### src/rtl/fb_scale_reader_if.sv
// Frame buffer read port shared by the scaler (master) and the frame store (slave).
interface fb_scale_reader_if #(
    parameter int ADDR_W = 15,
    parameter int PIX_W  = 12
);
    logic [ADDR_W-1:0] rd_addr;
    logic [PIX_W-1:0]  rd_data;

    modport master (output rd_addr, input  rd_data);
    modport slave  (input  rd_addr, output rd_data);
endinterface

### src/rtl/fb_scale_reader.sv
// Upscaling frame buffer reader: maps the display coordinate onto a smaller
// stored frame, fetches the pixel and applies a per-frame display mode
// (pass-through, grayscale, colour bars, solid border) with aligned syncs.
module fb_scale_reader #(
    parameter int SRC_W      = 160,
    parameter int SRC_H      = 120,
    parameter int SCALE_LOG2 = 2,
    parameter int DISP_W     = 640,
    parameter int DISP_H     = 480,
    parameter int ADDR_W     = 15,
    parameter int PIX_W      = 12,
    parameter int RD_LAT     = 1
) (
    input  logic                 pixel_clk,
    input  logic                 reset_n,
    input  logic [9:0]           drawX,
    input  logic [9:0]           drawY,
    input  logic                 hs_in,
    input  logic                 vs_in,
    input  logic                 vde_in,
    input  logic [1:0]           mode,
    input  logic                 mirror,
    input  logic [PIX_W-1:0]     border_rgb,
    fb_scale_reader_if.master    fb,
    output logic [PIX_W/3-1:0]   red,
    output logic [PIX_W/3-1:0]   green,
    output logic [PIX_W/3-1:0]   blue,
    output logic                 hs_out,
    output logic                 vs_out,
    output logic                 vde_out,
    output logic [7:0]           frame_cnt
);
    localparam int L      = RD_LAT + 2;
    localparam int CW     = PIX_W / 3;
    localparam int SEG    = DISP_W / 8;
    localparam int SEG_CW = (SEG > 1) ? $clog2(SEG) : 1;
    localparam int CTL_W  = 7;  // {mode[1:0], bar[2:0], in_img, vde}
    localparam int SYN_W  = 3;  // {vde, vs, hs}

    // The whole stored frame must be addressable.
    generate
        if (SRC_W * SRC_H > (1 << ADDR_W)) begin : g_fb_size_check
            $error("fb_scale_reader: SRC_W*SRC_H exceeds 2**ADDR_W");
        end
        if (RD_LAT < 1 || RD_LAT > 3) begin : g_rd_lat_check
            $error("fb_scale_reader: RD_LAT must be 1..3");
        end
    endgenerate

    logic [1:0]              mode_r;
    logic                    mirror_r;
    logic [7:0]              frame_cnt_r;
    logic                    vde_prev_r;
    logic [SEG_CW-1:0]       cnt_r;
    logic [2:0]              bar_r;
    logic [ADDR_W-1:0]       rd_addr_r;
    logic [L-2:0][CTL_W-1:0] ctl_r;
    logic [L-1:0][SYN_W-1:0] syn_r;
    logic [CW-1:0]           red_r;
    logic [CW-1:0]           green_r;
    logic [CW-1:0]           blue_r;

    logic [9:0]              sx_s;
    logic [9:0]              sy_s;
    logic                    in_img_s;
    logic [31:0]             sxm_s;
    logic [31:0]             addr_full_s;
    logic                    vblank_start_s;
    logic [2:0]              cur_bar_s;
    logic [SEG_CW-1:0]       cur_cnt_s;
    logic [CTL_W-1:0]        ctl_out_s;
    logic [CW-1:0]           r_s;
    logic [CW-1:0]           g_s;
    logic [CW-1:0]           b_s;
    logic [CW+1:0]           luma_sum_s;
    logic [CW-1:0]           luma_s;
    logic [3*CW-1:0]         rgb_mode_s;
    logic [3*CW-1:0]         rgb_next_s;

    assign sx_s           = drawX >> SCALE_LOG2;
    assign sy_s           = drawY >> SCALE_LOG2;
    assign in_img_s       = (32'(sx_s) < 32'(SRC_W)) && (32'(sy_s) < 32'(SRC_H));
    assign vblank_start_s = (drawX == 10'd0) && (32'(drawY) == 32'(DISP_H));

    // Source address with optional horizontal mirror, computed at 32 bits.
    always_comb begin
        sxm_s = 32'(sx_s);
        if (mirror_r) begin
            sxm_s = 32'(SRC_W - 1) - 32'(sx_s);
        end else begin
            sxm_s = 32'(sx_s);
        end
        addr_full_s = 32'(sy_s) * 32'(SRC_W) + sxm_s;
    end

    // Bar index of the current pixel; a rising vde starts a new line at bar 0.
    always_comb begin
        cur_bar_s = bar_r;
        cur_cnt_s = cnt_r;
        if (vde_in && !vde_prev_r) begin
            cur_bar_s = 3'd0;
            cur_cnt_s = '0;
        end else begin
            cur_bar_s = bar_r;
            cur_cnt_s = cnt_r;
        end
    end

    // Bar counter: advance every DISP_W/8 active pixels, saturating at bar 7.
    always_ff @(posedge pixel_clk or negedge reset_n) begin
        if (!reset_n) begin
            vde_prev_r <= 1'b0;
            cnt_r      <= '0;
            bar_r      <= 3'd0;
        end else begin
            vde_prev_r <= vde_in;
            if (vde_in) begin
                if (cur_cnt_s == SEG_CW'(SEG - 1)) begin
                    cnt_r <= '0;
                    bar_r <= (cur_bar_s == 3'd7) ? 3'd7 : cur_bar_s + 3'd1;
                end else begin
                    cnt_r <= cur_cnt_s + SEG_CW'(1);
                    bar_r <= cur_bar_s;
                end
            end else begin
                cnt_r <= cnt_r;
                bar_r <= bar_r;
            end
        end
    end

    // Mode/mirror are taken only at the start of vertical blank, which also ends a frame.
    always_ff @(posedge pixel_clk or negedge reset_n) begin
        if (!reset_n) begin
            mode_r      <= 2'd0;
            mirror_r    <= 1'b0;
            frame_cnt_r <= 8'd0;
        end else if (vblank_start_s) begin
            mode_r      <= mode;
            mirror_r    <= mirror;
            frame_cnt_r <= frame_cnt_r + 8'd1;
        end else begin
            mode_r      <= mode_r;
            mirror_r    <= mirror_r;
            frame_cnt_r <= frame_cnt_r;
        end
    end

    // Address register plus control/sync delay lines matched to the read latency.
    always_ff @(posedge pixel_clk or negedge reset_n) begin
        if (!reset_n) begin
            rd_addr_r <= '0;
            ctl_r     <= '0;
            syn_r     <= '0;
        end else begin
            rd_addr_r <= in_img_s ? ADDR_W'(addr_full_s) : '0;
            ctl_r     <= {ctl_r[L-3:0], {mode_r, cur_bar_s, in_img_s, vde_in}};
            syn_r     <= {syn_r[L-2:0], {vde_in, vs_in, hs_in}};
        end
    end

    // Colour selection for the pixel whose read data is arriving now.
    always_comb begin
        ctl_out_s  = ctl_r[L-2];
        r_s        = fb.rd_data[3*CW-1 -: CW];
        g_s        = fb.rd_data[2*CW-1 -: CW];
        b_s        = fb.rd_data[CW-1:0];
        luma_sum_s = {2'b00, r_s} + {1'b0, g_s, 1'b0} + {2'b00, b_s};
        luma_s     = CW'(luma_sum_s >> 2);
        rgb_mode_s = '0;
        case (ctl_out_s[6:5])
            2'd0: rgb_mode_s = ctl_out_s[1] ? fb.rd_data[3*CW-1:0] : border_rgb[3*CW-1:0];
            2'd1: rgb_mode_s = ctl_out_s[1] ? {luma_s, luma_s, luma_s} : border_rgb[3*CW-1:0];
            2'd2: rgb_mode_s = {{CW{ctl_out_s[4]}}, {CW{ctl_out_s[3]}}, {CW{ctl_out_s[2]}}};
            2'd3: rgb_mode_s = border_rgb[3*CW-1:0];
            default: rgb_mode_s = '0;
        endcase
        if (ctl_out_s[0]) begin
            rgb_next_s = rgb_mode_s;
        end else begin
            rgb_next_s = '0;
        end
    end

    // Registered colour outputs, blanked outside active video.
    always_ff @(posedge pixel_clk or negedge reset_n) begin
        if (!reset_n) begin
            red_r   <= '0;
            green_r <= '0;
            blue_r  <= '0;
        end else begin
            red_r   <= rgb_next_s[3*CW-1 -: CW];
            green_r <= rgb_next_s[2*CW-1 -: CW];
            blue_r  <= rgb_next_s[CW-1:0];
        end
    end

    assign fb.rd_addr = rd_addr_r;
    assign red        = red_r;
    assign green      = green_r;
    assign blue       = blue_r;
    assign hs_out     = syn_r[L-1][0];
    assign vs_out     = syn_r[L-1][1];
    assign vde_out    = syn_r[L-1][2];
    assign frame_cnt  = frame_cnt_r;
endmodule

### src/flat_wrapper.sv
// flat-port wrapper written by rule: the top's interface ports become plain ports
module fb_scale_reader_flat 
#(
    parameter int SRC_W      = 160,
    parameter int SRC_H      = 120,
    parameter int SCALE_LOG2 = 2,
    parameter int DISP_W     = 640,
    parameter int DISP_H     = 480,
    parameter int ADDR_W     = 15,
    parameter int PIX_W      = 12,
    parameter int RD_LAT     = 1
)
  (pixel_clk, reset_n, drawX, drawY, hs_in, vs_in, vde_in, mode, mirror, border_rgb, red, green, blue, hs_out, vs_out, vde_out, frame_cnt, fb_rd_addr, fb_rd_data);
  fb_scale_reader_if #(.ADDR_W(ADDR_W), .PIX_W(PIX_W)) fb_i ();
  input  logic pixel_clk;
  input  logic reset_n;
  input  logic [9:0] drawX;
  input  logic [9:0] drawY;
  input  logic hs_in;
  input  logic vs_in;
  input  logic vde_in;
  input  logic [1:0] mode;
  input  logic mirror;
  input  logic [PIX_W-1:0] border_rgb;
  output logic [PIX_W/3-1:0] red;
  output logic [PIX_W/3-1:0] green;
  output logic [PIX_W/3-1:0] blue;
  output logic hs_out;
  output logic vs_out;
  output logic vde_out;
  output logic [7:0] frame_cnt;
  output wire logic [$bits(fb_i.rd_addr)-1:0] fb_rd_addr;
  input wire logic [$bits(fb_i.rd_data)-1:0] fb_rd_data;
  assign fb_rd_addr = fb_i.rd_addr;
  assign fb_i.rd_data = fb_rd_data;
  fb_scale_reader #(.SRC_W(SRC_W), .SRC_H(SRC_H), .SCALE_LOG2(SCALE_LOG2), .DISP_W(DISP_W), .DISP_H(DISP_H), .ADDR_W(ADDR_W), .PIX_W(PIX_W), .RD_LAT(RD_LAT)) u_core (.pixel_clk(pixel_clk), .reset_n(reset_n), .drawX(drawX), .drawY(drawY), .hs_in(hs_in), .vs_in(vs_in), .vde_in(vde_in), .mode(mode), .mirror(mirror), .border_rgb(border_rgb), .fb(fb_i), .red(red), .green(green), .blue(blue), .hs_out(hs_out), .vs_out(vs_out), .vde_out(vde_out), .frame_cnt(frame_cnt));
endmodule
### config.mk
export PLATFORM = sky130hd
export DESIGN_NAME = fb_scale_reader_flat
export DESIGN_NICKNAME = d
export VERILOG_FILES = /design/src/rtl/fb_scale_reader_if.sv /design/src/rtl/fb_scale_reader.sv /design/src/flat_wrapper.sv
export SDC_FILE = /design/constraint.sdc
export NUM_CORES = 1
export LEC_CHECK = 0
export CELL_PAD_IN_SITES_DETAIL_PLACEMENT = 1
export CELL_PAD_IN_SITES_GLOBAL_PLACEMENT = 1
export CORE_ASPECT_RATIO = 0.75
export CORE_MARGIN = 3
export CORE_UTILIZATION = 35
export CTS_CLUSTER_DIAMETER = 30
export CTS_CLUSTER_SIZE = 8
export DETAILED_ROUTE_END_ITERATION = 8
export GPL_ROUTABILITY_DRIVEN = 0
export PLACE_DENSITY_LB_ADDON = 0.1
export SYNTH_ARGS = -nofsm -noshare
export SYNTH_HDL_FRONTEND = slang
export SYNTH_SLANG_ARGS = --single-unit
### constraint.sdc
create_clock -name pixel_clk -period 2.3 [get_ports pixel_clk]
set_clock_uncertainty 0.1 [all_clocks]
set_input_delay 0.23 -clock pixel_clk [delete_from_list [all_inputs] [get_ports pixel_clk]]
set_output_delay 0.23 -clock pixel_clk [all_outputs]
set_load 0.02 [all_outputs]
==> impl_results.md, run 1 <==
- Worst reg2reg startpoint: u_core.mirror_r
- Hold path depth: 1
- Cell Pwr Density: 628 nW/µm²
- Initial Utilization: between 30% and 40%
- Placed cells: 640
- Chip width: 127 µm
- Total core area: 10500 µm²
- First-pass GRT wire length: 19.4 mm
- Met3 Track Usage GR: under 10%
- Worst-margin pin slew: around 860 ps
- CTS tree: done
- Count leader, synth: dfrtp_1
- CTS Buf Count: 9
- Layout cells sized above 1: 27.2%
- Setup violators final: 2
- IO buf count: 89
- Final Hold Slack: 244 ps
- FF+latch count, synth: 69
- Setup ws final: -265 ps
- Synth warn: 0
- Grt met1 use: 26.2%
- Global route hottest layer: met2
- Critical Setup Path Class: in2reg
- Max FO, Critical Path: 3
- FF-to-FF path depth: 7
- GR Util met2: 32.3%
- Async set or reset register ratio after synthesis: 100%
- Max_slew headroom: a little over two fifths
- 1st-pass router iterations: 4
- Avg Inst Size Synth: 10.5 µm²
- Hpwl dp: about 8.7 mm
- Iter 0 DRT Violations: between 100 and 150
- Count of final hold-check violations: 0
- Commonest cells in the netlist: dfrtp_1, ha_1, nand2_1, a21oi_1, nor2_1
- CTS Buffer Depth: 2
- Critical-path cell list: buf_8 > ha_4 > ha_4 > a21o_1 > a21oi_4 > o21bai_1 > a21oi_1 > xnor2_1 > ha_1 > nand4_1 > or3_4 > a31o_4 > mux2i_1
- Fin crit share: 112%
- Post-synth EDFFs: 0
- Hold Crit Endpoint: u_core.syn_r[1]
- Antenna diodes: 0
- H-tree levels: 3
- Peak VDD IR: 0.377 mV
- Cell mode on critical path: ha_4
- Vias post-DR: 3453
- Synth Cell Area: a little under 4000 µm²
- Hold crit path type: in2reg
- Grt total ovfl: 0
- Clock-pin slew on the worst setup and hold paths: around 60 ps
- Max incr delay on CP: between 400 and 500 ps
- RR Endpoint: u_core.fb.rd_addr[14]
- Gr usage total: between 10% and 20%
- Clock sinks: 69
- Antenna violations before repair: 0
- R2R setup slack: -50 ps
- Syn Nets: approximately 450
- Critical Path Source Type: input pin
- Synth Flop Type: dfrtp_1
- Largest cells by area after synthesis: dfrtp_1, ha_1, xnor2_1
- Violated checks: setup timing
- DRC Markers: 0
- Area delta synth->final: 55.0%
- Rows: 32
- Worst slack at placement: -1030 ps
- RSZ-0062 raised after global routing: true
- Synth area leader: dfrtp_1
- Leak: 2.73 nW
- Clk_lat worst skew: approximately 330 ps
- HP Start: vs_in
- Number of global-route vias before repair: 3794
- Slew Limit Fails: 0
- Dpl cell area: 5420 µm²
- Final design instance area without fill: about 6000 µm²
- Non-Filler Instances: about 670
- Crit end category: flip-flop
- Die Span Y: 96.9 µm
- Cells after Synth: 368
- Max Fclk: approximately 0.39 GHz
- Post-route ant nets: 0
- Nets: 611
- Post-synth top area share: approximately 45%
- WL final: ~12 mm
- Total die area: 12300 µm²
- Max cap viols: 0
- Crit path max-delay cell type: or3_4
- CP Data Arrival Time: about 2700 ps
- Routed len/inst: approximately 18 µm
- Tmin final: 2560 ps
- Sequential area share after synthesis: 44.8%
- CP required: roughly 2400 ps
- Status: finished with violations
- IO Count: 90
- Largest net degree at the start of global routing: 50
- Post-synthesis cell type count: 47
- Via density: 5.19
- Root Buffer: clkbuf_16
worst max-delay path by stage:
stage / startpoint / to / slack (ps) / cells after the start
6_report: drawY[6] / u_core.fb.rd_addr[14] / -260 / 13
5_1_grt: drawY[6] / u_core.fb.rd_addr[14] / -340 / 13
4_1_cts: drawY[6] / u_core.fb.rd_addr[14] / -220 / 13
3_5_place_dp: drawY[5] / u_core.fb.rd_addr[14] / -1030 / 11
3_3_place_gp: drawY[3] / u_core.fb.rd_addr[14] / -880 / 12
2_1_floorplan: drawY[4] / u_core.fb.rd_addr[14] / -290 / 12
routing by layer:
layer  vias up  routed length (µm)
met2        75                5880
met1      1727                5390
li1       1642                   -
met3         9                 535
met5         -                   0
met4         0                  97
cell families (layout without fill, tap and decap cells):
| family | count (synthesis) | count (layout) | synth area share (%) |
|---|---|---|---|
| compound gates | 101 | 101 | 17.4 |
| simple gates | 96 | 96 | 13.0 |
| flops | 69 | 69 | 44.8 |
| fa+ha+maj | 34 | 34 | 12.2 |
| buf+inv | 30 | 191 | 3.15 |
| xor+xnor | 21 | 21 | 4.77 |
| mux | 17 | 17 | 4.74 |
what timing repair did:
| action | 4_1_cts | 5_1_grt |
|---|---|---|
| setup buffers | 4 | 5 |
| hold buffers | 1 | 0 |
| cloned | 0 | 0 |
| resized for setup | 55 | 21 |
| pin swaps | 27 | 24 |
| endpoints found under the hold margin | 20 | 0 |
| setup endpoints to repair | 16 | 18 |
through the flow:
step	total power [W]	util, %	TNS [ps]
2_1_floorplan	0.00176	-	-409
3_3_place_gp	0.00216	51.4	-9140
3_5_place_dp	0.00220	51.4	-11040
4_1_cts	0.00377	55.7	-382
5_1_grt	0.00393	56.8	-810
6_report	0.00375	56.8	-469
worst max-delay path, delay by kind of cell:
family	cells	cell delay (ps)
AO/OA/AOI/OAI	5	810
adder cells (fa/ha/maj)	3	760
AND/OR/NAND/NOR	2	550
multiplexers	1	140
buffers and inverters	1	110
XOR/XNOR	1	110
sequential cells by signal (all words and copies together), names as in the netlist, 2 cells and up:
register	count
u_core.bar_r	3
u_core.blue	4
u_core.cnt_r	7
u_core.ctl_out_s	7
u_core.ctl_r	7
u_core.fb.rd_addr	15
u_core.frame_cnt	8
u_core.green	4
u_core.mode_r	2
u_core.red	4
u_core.syn_r	4
layout make-up:
class,instances,area [µm²]
clock buffers,10,239
clock inverters,5,85.1
fillers,1126,4550
inverters,16,60.1
multi-input cells,269,2260
flip-flops and latches,69,1730
well taps,136,170
repair buffers,160,1440
where the power goes:
part           internal, W  switching, W
combinational     0.000487      0.000432
clock             0.000976      0.000523
sequential         0.00129     0.0000483
cells in the final DEF (no fill, tap or decap), types with 5 or more instances in the layout:
cell              n
mux2i_1           7
clkbuf_16         9
xnor2_1          17
nand2_1          25
and2_1            5
a21boi_1          5
o21ai_0          14
o21a_1            8
buf_4            69
nand4_1           8
ha_1             13
nand3_1           5
nor2_1           20
a22oi_1           5
dlygate4sd2_1     7
clkdlybuf4s50_1  71
nor2b_1           5
inv_1            15
dfrtp_1          69
mux2_2           10
ha_4             13
a21o_1            9
a21oi_1          20
Note: power is estimated with default switching activity, not from simulation.
==> run 2: changes to the inputs <==
Settings changed: CORE_MARGIN 3 to 10, SETUP_SLACK_MARGIN set to 0.4.
==> impl_results.md, run 2 (synthesis results as in run 1) <==
- Total die area: 15700 µm² (+27%)
- Routed len/inst: 18.3 µm (+2.5%)
- Vias post-DR: 3457 (+0.12%)
- Commonest non-fill, non-tap cell in the layout: dfrtp_1
- Via density: 5.08 (-2.2%)
- Final TNS setup: -235 ps (+234 ps)
- Largest net degree at the start of global routing: 70 (+40%)
- Worst-margin pin slew: 731 ps (-128 ps)
- Crit path from: drawY[4]
- Max Fclk: 0.398 GHz (+2.1%)
- Peak VDD IR: 0.399 mV (+5.9%)
- Most frequent cells in the layout: dfrtp_1, buf_4, clkdlybuf4s50_1, nand2_1
- RSZ-0062 raised after global routing: true
- WL final: 12.5 mm (+4.9%)
- CP Data Arrival Time: 2660 ps (-50 ps)
- 1st-pass router iterations: 4 (unchanged)
- Initial Utilization: 35.5% (-1.1 points)
- Clk_lat worst skew: 330 ps (about the same)
- Clock-pin slew on the worst setup and hold paths: 60 ps (about the same)
- Gr usage total: 16.1% (-3.5 points)
- Max cap viols: 0 (unchanged)
- First-pass GRT wire length: 20.5 mm (+5.7%)
- Setup ws final: -211 ps (+54.0 ps)
- Fillers: 1152 (+2.3%)
- Grt total ovfl: 0 (unchanged)
- Total core area: 10900 µm² (+3.1%)
- Critical Path End: u_core.fb.rd_addr[14]
- Grt met1 use: 20.2% (-6.0 points)
- Critical Setup Path Class: in2reg
- Critical Path Source Type: input pin
- Number of global-route vias before repair: 3844 (+1.3%)
- RR Endpoint: u_core.fb.rd_addr[13]
- GR Util met2: 25.9% (-6.4 points)
- Layout cells sized above 1: 34.4% (+7.2 points)
- Nets: 621 (+1.6%)
- CTS Buf Count: 9 (unchanged)
- Met3 Track Usage GR: 5.52% (+1.0 points)
- CP required: 2450 ps (about the same)
- Die Span Y: 111 µm (+14%)
- Hpwl dp: 9.00 mm (+4.0%)
- Tmin final: 2510 ps (-54.0 ps)
- Count of final hold-check violations: 0 (unchanged)
- CTS Buffer Depth: 2 (unchanged)
- CTS tree: done
- Rows: 33 (+3.1%)
- Placed cells: 644 (+0.63%)
- Max_slew headroom: 51.2% (+8.5 points)
- Iter 0 DRT Violations: 92 (-30%)
- FF-to-FF path depth: 10 (+3)
- Leak: 2.81 nW (+3.2%)
- Violated checks: setup timing
- Max FO, Critical Path: 3 (unchanged)
- Crit end category: flip-flop
- Cell Pwr Density: 602 nW/µm² (-4.0%)
- Worst reg2reg startpoint: u_core.mirror_r
- Post-route ant nets: 0 (unchanged)
- Max reg flops: 15 (unchanged)
- Global route hottest layer: met2
- IO buf count: 89 (unchanged)
- DRC Markers: 0 (unchanged)
- Status: finished with violations
- Hold crit path type: in2reg
- Fin crit share: 109% (-2.3 points)
- Area delta synth->final: 63.7%
- Root Buffer: clkbuf_16
- Final Util: 58.2% (+1.4 points)
- Clock sinks: 69 (unchanged)
- Final Hold Slack: 173 ps (-70.8 ps)
- Non-Filler Instances: 681 (+2.4%)
- IO Count: 90 (unchanged)
- Antenna violations before repair: 1 (+1)
- Slew Limit Fails: 0 (unchanged)
- Setup violators final: 2 (unchanged)
- R2R setup slack: 20 ps (+70 ps)
- H-tree levels: 3 (unchanged)
- Chip width: 141 µm (+11%)
==> run 2: cell count changes in the layout (fill, tap and decap cells not counted), moves of 4 or more <==
cell	change
buf_6	+13
clkdlybuf4s50_1	-8
ha_4	+6
ha_1	-5
clkdlybuf4s15_1	+4
dlymetal6s2s_1	-4
==> run 2: per-layer routing <==
metal / up-vias / routed length [µm]
met1: 1720 / 5710
li1: 1670 / -
met5: - / 0
met3: 7 / 714
met4: 0 / 104
met2: 60 / 5960
==> run 2: timing repair <==
item	CTS	global route
pin swaps	55	33
setup endpoints to repair	31	30
setup buffers	12	7
gates cloned	0	0
gates resized for setup	125	34
hold buffers	1	0
endpoints found under the hold margin	69	0
==> run 2: worst min-delay path by stage <==
stage	from	to	cells past startpoint
after floorplan	reset_n	u_core.bar_r[0]	0
after global placement	reset_n	u_core.fb.rd_addr[13]	2
after detailed placement	reset_n	u_core.fb.rd_addr[13]	2
after CTS	fb_rd_data[2]	u_core.blue[2]	3
after global routing	fb_rd_data[2]	u_core.blue[2]	3
final	fb_rd_data[2]	u_core.blue[2]	3
==> run 2: layout make-up <==
type / count / area (µm²) / share of cell area, %
Inverter: 16 / 60.1 / 0.951
Multi-Input combinational cell: 269 / 2480 / 39.3
Antenna cell: 1 / 2.50 / 0.0396
Clock inverter: 5 / 58.8 / 0.931
Sequential cell: 69 / 1730 / 27.4
Clock buffer: 11 / 243 / 3.84
Tap cell: 140 / 175 / 2.77
Timing Repair Buffer: 170 / 1570 / 24.8
==> run 2: metrics by stage <==
stage          setup slack (ps)  area [µm²]  power (W)
2_1_floorplan              -285        4000    0.00178
6_report                   -211        6320    0.00380
3_5_place_dp              -1040        5480    0.00222
5_1_grt                    -303        6320    0.00401
4_1_cts                    -216        6120    0.00378
3_3_place_gp               -903        5480    0.00218
==> run 2: critical path: stages <==
cell,delay (ps)
buf_8,110
ha_4,250
buf_6,120
fa_2,440
a21oi_2,170
o21ai_1,80
o21a_1,130
ha_4,280
nand4_1,130
or3_4,360
a31o_4,240
mux2i_1,120
==> run 2: report_power, final <==
group | leakage [nW] | switching (W) | internal (W) | total [W]
Combinational | 1.76 | 0.000484 | 0.000579 | 0.00106
Sequential | 0.910 | 0.0000526 | 0.00129 | 0.00134
Clock | 0.142 | 0.000531 | 0.000871 | 0.00140
Total | 2.81 | 0.00107 | 0.00274 | 0.00380
==> run 3: changes to the inputs <==
Settings changed: CTS_CLUSTER_SIZE 8 to 28, SLEW_MARGIN set to 20.
==> results of run 3 <==
Final layout, timing and power as in run 2 (identical DEF).
